--- config.mk ---
export PLATFORM = sky130hd
export DESIGN_NAME = tx_dec_formatter
export DESIGN_NICKNAME = d
export VERILOG_FILES = /design/src/rtl/tx_dec_formatter.sv
export SDC_FILE = /design/constraint.sdc
export NUM_CORES = 1
export LEC_CHECK = 0
export BUFFER_PORTS_ARGS = -buffer_cell sky130_fd_sc_hd__buf_2
export CORE_MARGIN = 3
export CORE_UTILIZATION = 52
export DETAILED_ROUTE_END_ITERATION = 8
export GPL_TIMING_DRIVEN = 0
export PLACE_DENSITY_LB_ADDON = 0.12
export SLEW_MARGIN = 15
export SYNTH_ARGS = -nofsm -noshare
export SYNTH_HDL_FRONTEND = slang
export SYNTH_SLANG_ARGS = --single-unit
--- constraint.sdc ---
create_clock -name clk -period 2.7 [get_ports clk]
set_input_delay 0.54 -clock clk [delete_from_list [all_inputs] [get_ports clk]]
set_output_delay 0.54 -clock clk [all_outputs]
set_load 0.05 [all_outputs]
--- src/rtl/tx_dec_formatter.sv ---
// tx_dec_formatter: turns an operand into a signed/unsigned decimal ASCII
// frame for a UART transmitter, with a banner line sent after reset.
module tx_dec_formatter #(
  parameter int DBIT        = 8,
  parameter int SIGNED_MODE = 1,
  parameter int PAD_ZEROS   = 0,
  parameter int EOL_CRLF    = 1,
  parameter int BANNER      = 1
) (
  input  logic            clk,
  input  logic            reset,
  input  logic            tx_done_tick,
  input  logic            rx_empty,
  input  logic [DBIT-1:0] leds,
  output logic [7:0]      d_in,
  output logic            tx_start,
  output logic            rd,
  output logic            busy
);

  // Decimal digit count of the largest unsigned DBIT-bit value.
  function automatic int ndig_f(input int w);
    int v;
    int n;
    v = (1 << w) - 1;
    n = 1;
    v = v / 10;
    while (v > 0) begin
      n++;
      v = v / 10;
    end
    return n;
  endfunction

  localparam int NDIG = ndig_f(DBIT);
  localparam int BW   = 4 * NDIG;

  localparam logic [2:0] S_BANNER  = 3'd0;
  localparam logic [2:0] S_IDLE    = 3'd1;
  localparam logic [2:0] S_CONVERT = 3'd2;
  localparam logic [2:0] S_SIGN    = 3'd3;
  localparam logic [2:0] S_DIGIT   = 3'd4;
  localparam logic [2:0] S_EOL_CR  = 3'd5;
  localparam logic [2:0] S_EOL_LF  = 3'd6;

  logic [2:0]      state;
  logic [DBIT-1:0] operand;    // magnitude, shifted out MSB-first while converting
  logic [BW-1:0]   bcd;
  logic [2:0]      idx;        // banner char index or current BCD digit
  logic [4:0]      cnt;        // conversion cycle counter
  logic            neg;
  logic            started;    // a significant digit has already been sent
  logic            in_banner;  // current EOL belongs to the banner (no rd)

  logic            neg_in;
  logic [DBIT-1:0] mag_in;
  logic [BW-1:0]   bcd_adj;
  logic [3:0]      cur_digit;
  logic [7:0]      ch;
  logic            skip;
  logic            accept;

  // Sign detection and two's-complement magnitude of the incoming operand;
  // the most negative value wraps to 2^(DBIT-1), which is the wanted magnitude.
  assign neg_in = (SIGNED_MODE != 0) && leds[DBIT-1];
  assign mag_in = neg_in ? (~leds + DBIT'(1)) : leds;

  assign accept = tx_start && tx_done_tick;
  assign busy   = (state != S_IDLE);

  // Double-dabble correction: add 3 to every BCD digit of 5 or more before the shift.
  always_comb begin
    bcd_adj = bcd;
    for (int i = 0; i < NDIG; i++)
      if (bcd[4*i +: 4] > 4'd4) bcd_adj[4*i +: 4] = bcd[4*i +: 4] + 4'd3;
  end

  // Select the BCD digit addressed by idx.
  always_comb begin
    cur_digit = 4'd0;
    for (int i = 0; i < NDIG; i++)
      if (idx == 3'(i)) cur_digit = bcd[4*i +: 4];
  end

  // Character that the current state wants to send.
  always_comb begin
    ch = 8'h00;
    case (state)
      S_BANNER: begin
        case (idx)
          3'd0:    ch = 8'h54;  // 'T'
          3'd1:    ch = 8'h50;  // 'P'
          3'd2:    ch = 8'h20;  // ' '
          3'd3:    ch = 8'h32;  // '2'
          default: ch = 8'h3A;  // ':'
        endcase
      end
      S_SIGN:   ch = 8'h2D;
      S_DIGIT:  ch = {4'h3, cur_digit};
      S_EOL_CR: ch = 8'h0D;
      S_EOL_LF: ch = 8'h0A;
      default:  ch = 8'h00;
    endcase
  end

  // Leading zeros are dropped one per cycle; the units digit is never dropped.
  assign skip = (state == S_DIGIT) && (PAD_ZEROS == 0) && !started &&
                (idx != 3'd0) && (cur_digit == 4'd0);

  // Frame sequencer and transmitter handshake. A character is presented only
  // while tx_start is low, so the cycle after each accepted character always
  // has tx_start low.
  always_ff @(posedge clk or posedge reset) begin
    if (reset) begin
      state     <= (BANNER != 0) ? S_BANNER : S_IDLE;
      in_banner <= (BANNER != 0);
      d_in      <= 8'h00;
      tx_start  <= 1'b0;
      rd        <= 1'b0;
      operand   <= '0;
      bcd       <= '0;
      idx       <= 3'd0;
      cnt       <= 5'd0;
      neg       <= 1'b0;
      started   <= 1'b0;
    end else begin
      rd <= 1'b0;
      case (state)
        S_IDLE: begin
          if (rx_empty) begin
            operand <= mag_in;
            neg     <= neg_in;
            bcd     <= '0;
            cnt     <= 5'd0;
            state   <= S_CONVERT;
          end
        end
        S_CONVERT: begin
          bcd     <= {bcd_adj[BW-2:0], operand[DBIT-1]};
          operand <= {operand[DBIT-2:0], 1'b0};
          cnt     <= cnt + 5'd1;
          if (cnt == 5'(DBIT-1)) begin
            state   <= neg ? S_SIGN : S_DIGIT;
            idx     <= 3'(NDIG-1);
            started <= 1'b0;
          end
        end
        S_BANNER, S_SIGN, S_DIGIT, S_EOL_CR, S_EOL_LF: begin
          if (accept) begin
            tx_start <= 1'b0;
            case (state)
              S_BANNER: begin
                if (idx == 3'd4) begin
                  idx   <= 3'd0;
                  state <= S_EOL_CR;
                end else begin
                  idx <= idx + 3'd1;
                end
              end
              S_SIGN: state <= S_DIGIT;
              S_DIGIT: begin
                started <= 1'b1;
                if (idx == 3'd0) state <= S_EOL_CR;
                else             idx   <= idx - 3'd1;
              end
              S_EOL_CR: begin
                if (EOL_CRLF != 0) begin
                  state <= S_EOL_LF;
                end else begin
                  state     <= S_IDLE;
                  rd        <= !in_banner;
                  in_banner <= 1'b0;
                end
              end
              default: begin
                state     <= S_IDLE;
                rd        <= !in_banner;
                in_banner <= 1'b0;
              end
            endcase
          end else if (!tx_start) begin
            if (skip) begin
              idx <= idx - 3'd1;
            end else begin
              d_in     <= ch;
              tx_start <= 1'b1;
            end
          end
        end
        default: state <= S_IDLE;
      endcase
    end
  end

endmodule

* After elaboration in Yosys (flattened, before gate mapping)
Cells that the tools add are included.
Word-level totals: word-level logic and storage cells 110, memories kept 0, input bits 12, latch bits 0, flip-flop bits (word level) 44, memory bits (read-only) 0, memory bits (writable) 0, output and inout port bits 11
Cells by class: equality and inequality tests 22, add/subtract/negate cells 7, div/mod/pow operators 0, $mul 0, bitwise gates (word level) 5, reduce and logical (&&, ||, !) cells 21, order comparisons 3, muxes and demuxes 41, shift-type cells 0
Operators with widths (number):
- one-hot mux 8 bit (5 select lines) | 1
- 2-to-1 mux 3 bit | 13
- one-hot mux 7 bit (4 select lines) | 1
- one-hot mux 12 bit (2 select lines) | 1
- 2-to-1 mux 4 bit | 5
- 2-to-1 mux 8 bit | 2
- one-hot mux 8 bit (2 select lines) | 1
- equality test 3 x 2 -> 1 bit (second input constant) | 4
- equality test 3 bit (second input constant) | 4
- > comparator 4 x 3 -> 1 bit (second input constant) | 3
- 2-to-1 mux 12 bit | 1
- != test 3 bit (second input constant) | 4
- one-hot mux 3 bit (2 select lines) | 2
- one-hot mux 3 bit (4 select lines) | 1
- one-hot mux 5 bit (2 select lines) | 1
- 2-to-1 mux 1 bit | 9
- one-hot mux 3 bit (3 select lines) | 1
- adder 4 x 2 -> 4 bit (second input constant) | 2
- adder 8 x 1 -> 8 bit (second input constant) | 1
- != test 2 bit (second input constant) | 4
- != test 4 bit (second input constant) | 2
- inverter 8 bit | 1
- AND reduction 4 bit | 2
- equality test 3 x 1 -> 1 bit (second input constant) | 2
- 21 further kinds | 31

* Logic depth before layout (Yosys ltp)
Gate-level depths: netlist of run 1.
depth in word-level cells 10, depth in mapped cells 9, mapped depth without buffers 8

* Least setup slack after synthesis of run 1
No wires, ideal clock.
path kind reg-to-reg, start point register idx[0], end point register d_in[0], data required time 2575 ps, library setup time 125 ps, path slack 567 ps, data arrival time 2008 ps, buffers on the path 1, period minus slack after synthesis 2133 ps, cell stages (with the launch flop) 10, cells stage by stage dfrtp_1 inv_1 ha_1 buf_6 inv_1 a2bb2oi_1 nor4_1 o21ai_1 nor3b_4 mux2_2
Between the ends: cells in the longest elaborated chain, start to end 8, elaborated cells between the ends (all ways) 13, those cells by class 2 x eq/ne; 4 x mux; 1 x bitwise; 6 x reduce/logical
Ends and longest elaborated chain:
- start, declared | line 49 | logic [2:0] idx;
- start signal, assigned | line 144 | idx <= 3'(NDIG-1);
- start signal, assigned | line 157 | idx <= idx + 3'd1;
- start signal, assigned | line 164 | else idx <= idx - 3'd1;
- zero test 3 bit | line 82 | if (idx == 3'(i)) cur_digit = bcd[4*i +: 4];
- 2-to-1 mux 4 bit (3 in a row) | line 82
- zero test 4 bit | line 108 | (idx != 3'd0) && (cur_digit == 4'd0);
- logical AND 1 bit | line 108
- inverter 1 bit (no source line)
- AND reduction 4 bit (no source line)
- end signal, assigned | line 185 | d_in <= ch;
- end, declared | line 15 | output logic [7:0] d_in,
Parallel ways exist; a longest one is shown, timed or not. A chain may end at the register's enable or synchronous reset.

* Worst setup path after layout of run 1
start point register idx[0], end point register d_in[3]
Between the ends: cells in the longest elaborated chain, start to end 8, elaborated cells between the ends (all ways) 15, those cells by class 3 x eq/ne; 5 x mux; 1 x bitwise; 6 x reduce/logical
Ends and longest elaborated chain (line):
- zero test 3 bit | 82, 90
- 2-to-1 mux 4 bit (3 in a row) | 82
- zero test 4 bit | 108
- logical AND 1 bit | 108
- inverter 1 bit (no source line)
- AND reduction 4 bit (no source line)
Parallel ways exist; a longest one is shown, timed or not.

==> impl_metrics.json, run 1 <==
{
  "status": "finished, final reports clean",
  "grt_pass1_wl_um": 10000,
  "cts-resized-gates": 0,
  "drt_first_iter_violations": 200,
  "die_h_um": 77.3,
  "clock_path_buffers": 2,
  "cp-start-kind": "flip-flop",
  "final_net_count": 347,
  "vias": 2276,
  "timing.final.crit_share_pct": 91.5,
  "switching_share_pct": 46.6,
  "critical_path.max_stage_delay_ns": 0.41,
  "rsz0062_at_grt": "false",
  "dpl_worst_slack_ns": 0.172,
  "synth_cells": 295,
  "ir_drop_uv": 544,
  "place.gp.congestion": 0.869,
  "mostFrequentLayoutCells": "dfrtp_1, o21ai_0, buf_2",
  "dpl.hpwl_um": 4310,
  "wl_per_cell_um": 15.0,
  "grt.total_usage_pct": 20.7,
  "final_area_um2": 2940,
  "fmax_mhz": 405,
  "clk_latency_ns": 0.29,
  "drt-pass1-iter-count": 5,
  "clkTransAtPathRegs_ns": 0.08,
  "required_ns": 2.88,
  "synth_nets": 318,
  "die_x_um": 77.3,
  "finClkSkew_ns": 0.00679,
  "antenna_cells": 0,
  "dieArea_um2": 5980,
  "crit_top_cell": "inv_1",
  "cp.arrival_ns": 2.65,
  "power.total_mw": 3.57,
  "worstSetupPathType": "flip-flop to flip-flop",
  "ant_nets": 0,
  "place_area_um2": 2850,
  "grt_pass1_vias": 2131,
  "final_layout_size_suffix_gt1_share_pct": 15.2,
  "setup_tns_ns": 0,
  "cts_tree": "built",
  "synth_area_per_cell_um2": 8.97,
  "intPower_mw": 1.91,
  "worst-path-max-fanout": 8,
  "async_flop_share_pct": 100,
  "worst_slew_pin_slew_ns": 0.541,
  "core_um2": 4820,
  "synth_top_area_share_pct": 39.7,
  "routed_wl_um": 5850,
  "clockRootBuffer": "clkbuf_8",
  "maxSlewHeadroom_pct": 63.8,
  "ys_seq_area_share_pct": 40.7,
  "final-setup-viol-count": 0,
  "synth_seq_cells": 43,
  "yosysTopAreaCell": "dfrtp_1",
  "num_io_pins": 23,
  "overflow": 0,
  "whs_ns": 0.217,
  "area_growth_pct": 11.2,
  "cts_inserted_buffers": 5,
  "synth_cell_types": 52,
  "htreeDepth": 2,
  "drv_cap": 0,
  "vias_per_cell": 5.84,
  "cts.sinks": 43,
  "period_needed_ns": 2.47,
  "antenna_found_initial": 0,
  "hold_viol": 0,
  "yosys_most_used_dff": "dfrtp_1",
  "end_kind": "flip-flop",
  "power.share.combinational_pct": 57.3,
  "final_max_slew_viol_count": 0,
  "yosysWarnings": 0,
  "yosys-top-cells-area": "dfrtp_1, o21ai_0, ha_1, a21oi_1, nand2_1",
  "crit_chain": "inv_1 -> ha_1 -> buf_6 -> inv_1 -> a2bb2oi_1 -> nor4_1 -> o21ai_1 -> nor3b_4 -> buf_12 -> mux2_2",
  "crit_slowest_cell": "dfrtp_1",
  "port_buffers": 20,
  "fin_ws_ns": 0.228,
  "grt_start_max_net_pins": 28,
  "p_per_area_nw_per_um2": 1210,
  "clock_power_share_pct": 10.6,
  "synth_edf_count": 0,
  "seqPwrFrac_pct": 32.1,
  "initial_utilization_pct": 54.9,
  "rows": 25,
  "final_common_cell": "dfrtp_1",
  "power_leakage_nw": 1.34,
  "p_switching_mw": 1.66,
  "hold_class": "input port to async pin",
  "syn_area_um2": 2650,
  "drc_errors": 0
}
-- cells by family (layout without fill, tap and decap cells) --
family,after synthesis,in the layout,synth area share [%]
AO/OA/AOI/OAI,94,94,22.3
XOR/XNOR,11,11,3.64
adder cells (fa/ha/maj),11,11,5.20
buffers and inverters,37,65,6.20
flip-flops,43,43,40.7
multiplexers,12,12,4.87
other,1,1,0.142
AND/OR/NAND/NOR,86,86,16.9
-- cells in the mapped netlist (2+ instances only) --
| cell | number |
|---|---|
| buf_6 | 2 |
| mux2_2 | 7 |
| nor3_1 | 8 |
| buf_2 | 5 |
| o21ai_0 | 36 |
| mux2i_1 | 5 |
| a21o_1 | 2 |
| o31ai_1 | 8 |
| a2bb2oi_1 | 3 |
| dfrtp_1 | 42 |
| a221o_1 | 2 |
| a21boi_0 | 2 |
| a22oi_1 | 5 |
| nand3b_1 | 4 |
| and2_1 | 2 |
| a32o_1 | 3 |
| nor2_1 | 19 |
| nor4_1 | 3 |
| xnor2_1 | 5 |
| clkbuf_1 | 9 |
| a31oi_1 | 4 |
| ha_1 | 11 |
| a21oi_1 | 17 |
| nand2_1 | 22 |
| xor2_1 | 6 |
| nand4_1 | 3 |
| and3_1 | 2 |
| nand3_1 | 14 |
| or3_1 | 2 |
| inv_1 | 19 |
| o22ai_1 | 2 |
-- stage by stage --
step / utilization [%] / instances
floorplan: - / 295
global placement: 58.7 / 382
detailed placement: 59.1 / 383
CTS: 60.6 / 389
global route: 61.1 / 390
finish: 61.1 / 390
-- final cells by class --
class	instances	area, µm²
multi-input combinational	215	1400
inverter	19	71.3
buffer	18	92.6
clock buffer	6	72.6
fill	464	1880
timing repair buffer	22	140
tap	67	83.8
sequential	43	1080
-- flip-flops by register name (all words and copies together) (netlist names) --
name,flops
bcd,12
cnt,5
d_in,7
idx,3
in_banner,1
neg,1
operand,8
rd,1
started,1
state,3
tx_start,1
-- layer usage --
layer / up-vias / share of wire, % / track usage, %
li1: 1122 / - / -
met1: 1084 / 49 / 30.9
met5: - / 0 / 0
met4: 0 / 1.4 / 6.23
met3: 9 / 4.9 / 3.99
met2: 61 / 45 / 30.1
-- worst paths after layout --
kind / from / to / slack [ns] / cells after the start
worst max-delay path: idx[0] / d_in[3] / 0.23 / 10
worst min-delay path: reset / started / 0.22 / 2
worst max register to register: idx[0] / d_in[3] / 0.23 / 10
worst min register to register: operand[7] / bcd[0] / 0.49 / 2
max in group asynchronous: reset / bcd[3] / 2.01 / 3
min in group clk: operand[7] / bcd[0] / 0.49 / 2
-- critical path, delay by kind of cell (launching register included) --
family | cells | cell delay [ns]
AND/OR/NAND/NOR | 2 | 0.36
multiplexers | 1 | 0.33
flip-flops | 1 | 0.41
adder cells (fa/ha/maj) | 1 | 0.22
buffers and inverters | 4 | 0.51
AO/OA/AOI/OAI | 2 | 0.53
-- power groups by stage --
stage | Clock, mW | Combinational [mW] | Sequential (mW)
floorplan | 0 | 1.40 | 1.29
global placement | 0 | 1.95 | 1.15
detailed placement | 0 | 1.98 | 1.15
CTS | 0.388 | 1.99 | 1.14
global route | 0.412 | 2.29 | 1.19
finish | 0.378 | 2.04 | 1.15
-- timing repair --
| action | in CTS | in global routing |
|---|---|---|
| hold buffers | 0 | 0 |
| setup endpoints to repair | 0 | 7 |
| buffers inserted | 0 | 1 |
Power figures use the tool's default switching activity.
==> run 2: changes to the inputs <==
- CORE_MARGIN: 3 -> 2
- MAX_ROUTING_LAYER: default -> met4
==> impl_metrics.json, run 2 (same netlist as run 1, synthesis figures left out) <==
{
  "status": "finished, final reports clean",
  "rows": 25,
  "rsz0062_at_grt": "false",
  "power.share.combinational_pct": 55.5,
  "finClkSkew_ns": 0.00714,
  "wl_per_cell_um": 15.5,
  "intPower_mw": 1.91,
  "p_switching_mw": 1.70,
  "hold_class": "input port to async pin",
  "final_common_cell": "dfrtp_1",
  "drt_first_iter_violations": 202,
  "cts_setup_buffers": 0,
  "vias_per_cell": 5.88,
  "htreeDepth": 2,
  "worstReg2RegEnd": "d_in[1]",
  "die_x_um": 75.3,
  "place.gp.congestion": 0.970,
  "worst-path-max-fanout": 8,
  "ant_nets": 0,
  "clk_latency_ns": 0.31,
  "period_needed_ns": 2.50,
  "setup_tns_ns": 0,
  "worst_slew_pin_slew_ns": 0.540,
  "area_growth_pct": 11.4,
  "cts_inserted_buffers": 5,
  "drv_cap": 0,
  "maxSlewHeadroom_pct": 63.9,
  "num_io_pins": 23,
  "reg.largest.list": "bcd x12, operand x8, d_in x7",
  "timing.final.crit_share_pct": 92.6,
  "initial_utilization_pct": 54.9,
  "final-setup-viol-count": 0,
  "hold_viol": 0,
  "core_um2": 4820,
  "clkTransAtPathRegs_ns": 0.09,
  "vias": 2300,
  "top_register": "bcd",
  "grt.total_usage_pct": 23.8,
  "cp.arrival_ns": 2.69,
  "clock_power_share_pct": 12.4,
  "end_kind": "flip-flop",
  "cp-start-kind": "flip-flop",
  "antenna_found_initial": 0,
  "clock_path_buffers": 2,
  "cts_tree": "built",
  "final_net_count": 346,
  "overflow": 0,
  "largest_reg_flops": 12,
  "worstSetupPathType": "flip-flop to flip-flop",
  "grt_start_max_net_pins": 28,
  "clockRootBuffer": "clkbuf_8",
  "port_buffers": 20,
  "dieArea_um2": 5670,
  "mostFrequentLayoutCells": "dfrtp_1, o21ai_0, buf_2",
  "switching_share_pct": 47.2,
  "seqPwrFrac_pct": 32.0,
  "die_h_um": 75.3,
  "grt_pass1_wl_um": 9980,
  "antenna_cells": 0,
  "utilization_pct": 61.2,
  "dpl.hpwl_um": 4550,
  "fmax_mhz": 400,
  "power_leakage_nw": 1.35,
  "cts_hold_buf": 0,
  "drc_errors": 0,
  "final_max_slew_viol_count": 0,
  "ir_drop_uv": 607,
  "grt_pass1_vias": 2072,
  "r2r_cells": 9,
  "required_ns": 2.89,
  "final_layout_size_suffix_gt1_share_pct": 15.7,
  "cts.sinks": 43,
  "r2r-start": "idx[0]",
  "p_per_area_nw_per_um2": 1230,
  "reg2reg_slack_ns": 0.20,
  "layout.filler_cells": 458,
  "drt-pass1-iter-count": 4,
  "whs_ns": 0.213,
  "cts-resized-gates": 0,
  "routed_wl_um": 6060
}
-- run 2: worst max path at each step --
stage	start	to	slack [ns]	cells after the start
3_5_place_dp	idx[0]	d_in[1]	0.21	9
6_report	idx[0]	d_in[1]	0.20	9
5_1_grt	idx[0]	d_in[1]	0.03	9
2_1_floorplan	idx[0]	d_in[0]	0.57	9
4_1_cts	idx[0]	d_in[1]	0.19	9
3_3_place_gp	idx[0]	d_in[5]	0.24	9
-- run 2: area by class of cell --
| class | instances | area, µm² | area share (%) |
|---|---|---|---|
| repair buffers | 21 | 120 | 4.07 |
| well taps | 67 | 83.8 | 2.84 |
| plain buffers | 18 | 92.6 | 3.14 |
| clock buffers | 6 | 82.6 | 2.80 |
| flip-flops and latches | 43 | 1080 | 36.5 |
| clock inverters | 2 | 16.3 | 0.552 |
| multi-input cells | 215 | 1400 | 47.6 |
| inverters | 19 | 71.3 | 2.42 |
-- run 2: power by group through the flow --
stage	Sequential, mW	Clock (mW)	Combinational, mW
6_report	1.16	0.450	2.01
5_1_grt	1.19	0.485	2.24
4_1_cts	1.15	0.457	1.99
3_5_place_dp	1.17	0	1.98
3_3_place_gp	1.15	0	1.95
2_1_floorplan	1.29	0	1.40
-- run 2: per-layer routing --
layer / global-route usage (%) / wire length, µm / vias up
met5: - / 0 / -
met4: 6.43 / 80 / 0
met3: 4.89 / 286 / 9
met2: 34.4 / 2690 / 52
met1: 34.2 / 3000 / 1111
li1: - / - / 1128
-- run 2: worst max-delay path, stage by stage, from the launching register on --
cell       delay, ns
dfrtp_1         0.42
inv_1           0.12
ha_1            0.22
buf_6           0.13
inv_1           0.12
a2bb2oi_1       0.26
nor4_1          0.10
o21ai_1         0.18
nor3b_4         0.43
mux2_2          0.40
-- run 2: per-stage QoR --
step	total power, mW	worst slack (ns)	cell area [µm²]	instances
2_1_floorplan	2.69	0.567	2650	295
3_3_place_gp	3.10	0.237	2830	382
3_5_place_dp	3.15	0.206	2850	383
4_1_cts	3.60	0.193	2950	391
5_1_grt	3.91	0.0294	2950	391
6_report	3.61	0.201	2950	391
==> run 3: changes to the inputs <==
- ABC_AREA: default -> 1
- TNS_END_PERCENT: default -> 20
==> impl_metrics.json, run 3 <==
{
  "worst_slew_pin_slew_ns": 0.548,
  "mostFrequentLayoutCells": "nand2_1, inv_1, dfrtp_1",
  "clockRootBuffer": "clkbuf_8",
  "vias": 2404,
  "drt_first_iter_violations": 128,
  "cp.arrival_ns": 2.17,
  "yosys-top-cells-area": "dfrtp_1, nand2_1, inv_1, nand3_1, ha_1",
  "grt_pass1_wl_um": 9460,
  "clk_latency_ns": 0.30,
  "p_per_area_nw_per_um2": 1150,
  "final_layout_size_suffix_gt1_share_pct": 13.9,
  "layout.filler_cells": 508,
  "htreeDepth": 2,
  "dieArea_um2": 5690,
  "area_growth_pct": 11.1,
  "yosysTopAreaCell": "dfrtp_1",
  "cts_inserted_buffers": 5,
  "synth_edf_count": 0,
  "antenna_cells": 0,
  "grt_pass1_vias": 2139,
  "cts_tree": "built",
  "routed_wl_um": 5640,
  "utilization_pct": 58.8,
  "yosys.cell_count.top_type": "nand2_1",
  "overflow": 0,
  "power_leakage_nw": 1.54,
  "synth_nets": 382,
  "status": "finished, final reports clean",
  "ant_nets": 0,
  "core_um2": 5010,
  "cts-resized-gates": 0,
  "fmax_mhz": 504,
  "final_net_count": 411,
  "ys_seq_area_share_pct": 40.6,
  "final_max_slew_viol_count": 0,
  "ir_drop_uv": 601,
  "timing.final.crit_share_pct": 73.5,
  "initial_utilization_pct": 53.0,
  "drv_cap": 0,
  "final_common_cell": "nand2_1",
  "r2r-start": "idx[0]",
  "clkTransAtPathRegs_ns": 0.08,
  "yosys_most_used_dff": "dfrtp_1",
  "rows": 26,
  "clock_path_buffers": 2,
  "drc_errors": 0,
  "cts.sinks": 43,
  "synth_area_per_cell_um2": 7.39,
  "worstSetupPathType": "flip-flop to flip-flop",
  "num_io_pins": 23,
  "synth_cell_types": 37,
  "synth_cells": 359,
  "rsz0062_at_grt": "false",
  "cts_setup_buffers": 0,
  "end_kind": "flip-flop",
  "finClkSkew_ns": 0.00990,
  "drt-pass1-iter-count": 4,
  "cts_hold_buf": 0,
  "antenna_found_initial": 0,
  "place.gp.congestion": 0.861,
  "cp-start-kind": "flip-flop",
  "startpoint": "idx[0]",
  "period_needed_ns": 1.99,
  "grt.total_usage_pct": 22.6,
  "yosysWarnings": 0,
  "synth_seq_cells": 43,
  "port_buffers": 21,
  "die_h_um": 75.4,
  "die_x_um": 75.4,
  "dpl.hpwl_um": 4270,
  "vias_per_cell": 5.24,
  "hold_class": "input port to async pin",
  "largest_reg_flops": 12,
  "top_register": "bcd",
  "maxSlewHeadroom_pct": 63.5,
  "grt_start_max_net_pins": 28,
  "worst-path-max-fanout": 8,
  "ys_top_cells_by_count": "nand2_1, inv_1, dfrtp_1",
  "synth_top_area_share_pct": 39.6,
  "required_ns": 2.89,
  "hold_viol": 0,
  "async_flop_share_pct": 100,
  "syn_area_um2": 2650,
  "setup_tns_ns": 0,
  "final-setup-viol-count": 0,
  "wl_per_cell_um": 12.3,
  "reg.largest.list": "bcd x12, operand x8, d_in x7"
}
[run 3: cell count changes after synthesis, sizes merged, moves of 6 or more]
cell | before | now
nand3 | 14 | 33
nor2 | 19 | 26
nand2 | 22 | 101
clkbuf | 9 | 3
inv | 19 | 54
o21ai | 37 | 30
mux2 | 7 | 0
nand4 | 3 | 9
a21oi | 17 | 8
[run 3: path summary, 6_finish.rpt]
path                        endpoint  slack (ns)  cells after the start
max                          d_in[4]        0.71                     13
min                           cnt[4]        0.22                      2
max reg2reg                  d_in[4]        0.71                     13
min reg2reg                in_banner        0.46                      1
max in group asynchronous    d_in[0]        1.99                      3
min in group clk           in_banner        0.46                      1
[run 3: worst max-delay path: stages, from the launching register on]
cell and delay [ns]:
dfrtp_1 0.43, inv_1 0.15, ha_1 0.22, inv_1 0.06, nor2_2 0.25, nand2_1 0.09
nand3_1 0.11, nand2_1 0.07, nand2_1 0.06, nor2_1 0.04, nand2_2 0.14, nand3_4 0.12
nand2_1 0.08, nand2_1 0.04
[run 3: logic make-up after synthesis]
group                      share of synthesized area (%)
AOI/OAI and AO/OA                                   14.3
xor gates and xnor gates                            1.32
adders and majority gates                           5.19
buffers and inverters                               8.91
DFF                                                 40.6
other                                              0.141
and+or+nand+nor                                     29.6
[run 3: final cells by class]
type                    count  area, µm²  share of cell area [%]
inverters                  54        203                    6.88
clock inverters             1       5.00                   0.170
repair buffers             22        125                    4.24
well taps                  70       87.6                    2.97
plain buffers               7       33.8                    1.15
multi-input cells         255       1340                    45.5
clock buffers               7       76.3                    2.59
flip-flops and latches     43       1080                    36.5
[run 3: where the power goes]
part | internal (mW) | switching, mW
registers | 0.890 | 0.183
clock network | 0.182 | 0.217
logic | 0.594 | 1.32
[run 3: stage by stage]
stage                     setup WS [ns]  area, µm²  total power [mW]  std cells  hold WS, ns
after floorplan                    1.01       2650              2.57        359        0.441
after global placement            0.576       2850              2.95        450        0.448
after detailed placement          0.734       2870              3.00        451        0.450
after CTS                         0.718       2950              3.41        459        0.218
after global routing              0.493       2950              3.72        459        0.261
final                             0.714       2950              3.39        459        0.223
[run 3: metal layers]
metal  vias up  share of wire [%]  track usage [%]
li1       1235                  -                -
met5         -                  0                -
met3         7                2.8             3.97
met1      1133                 50             29.4
met2        29                 46             36.3
met4         0                1.2             6.43
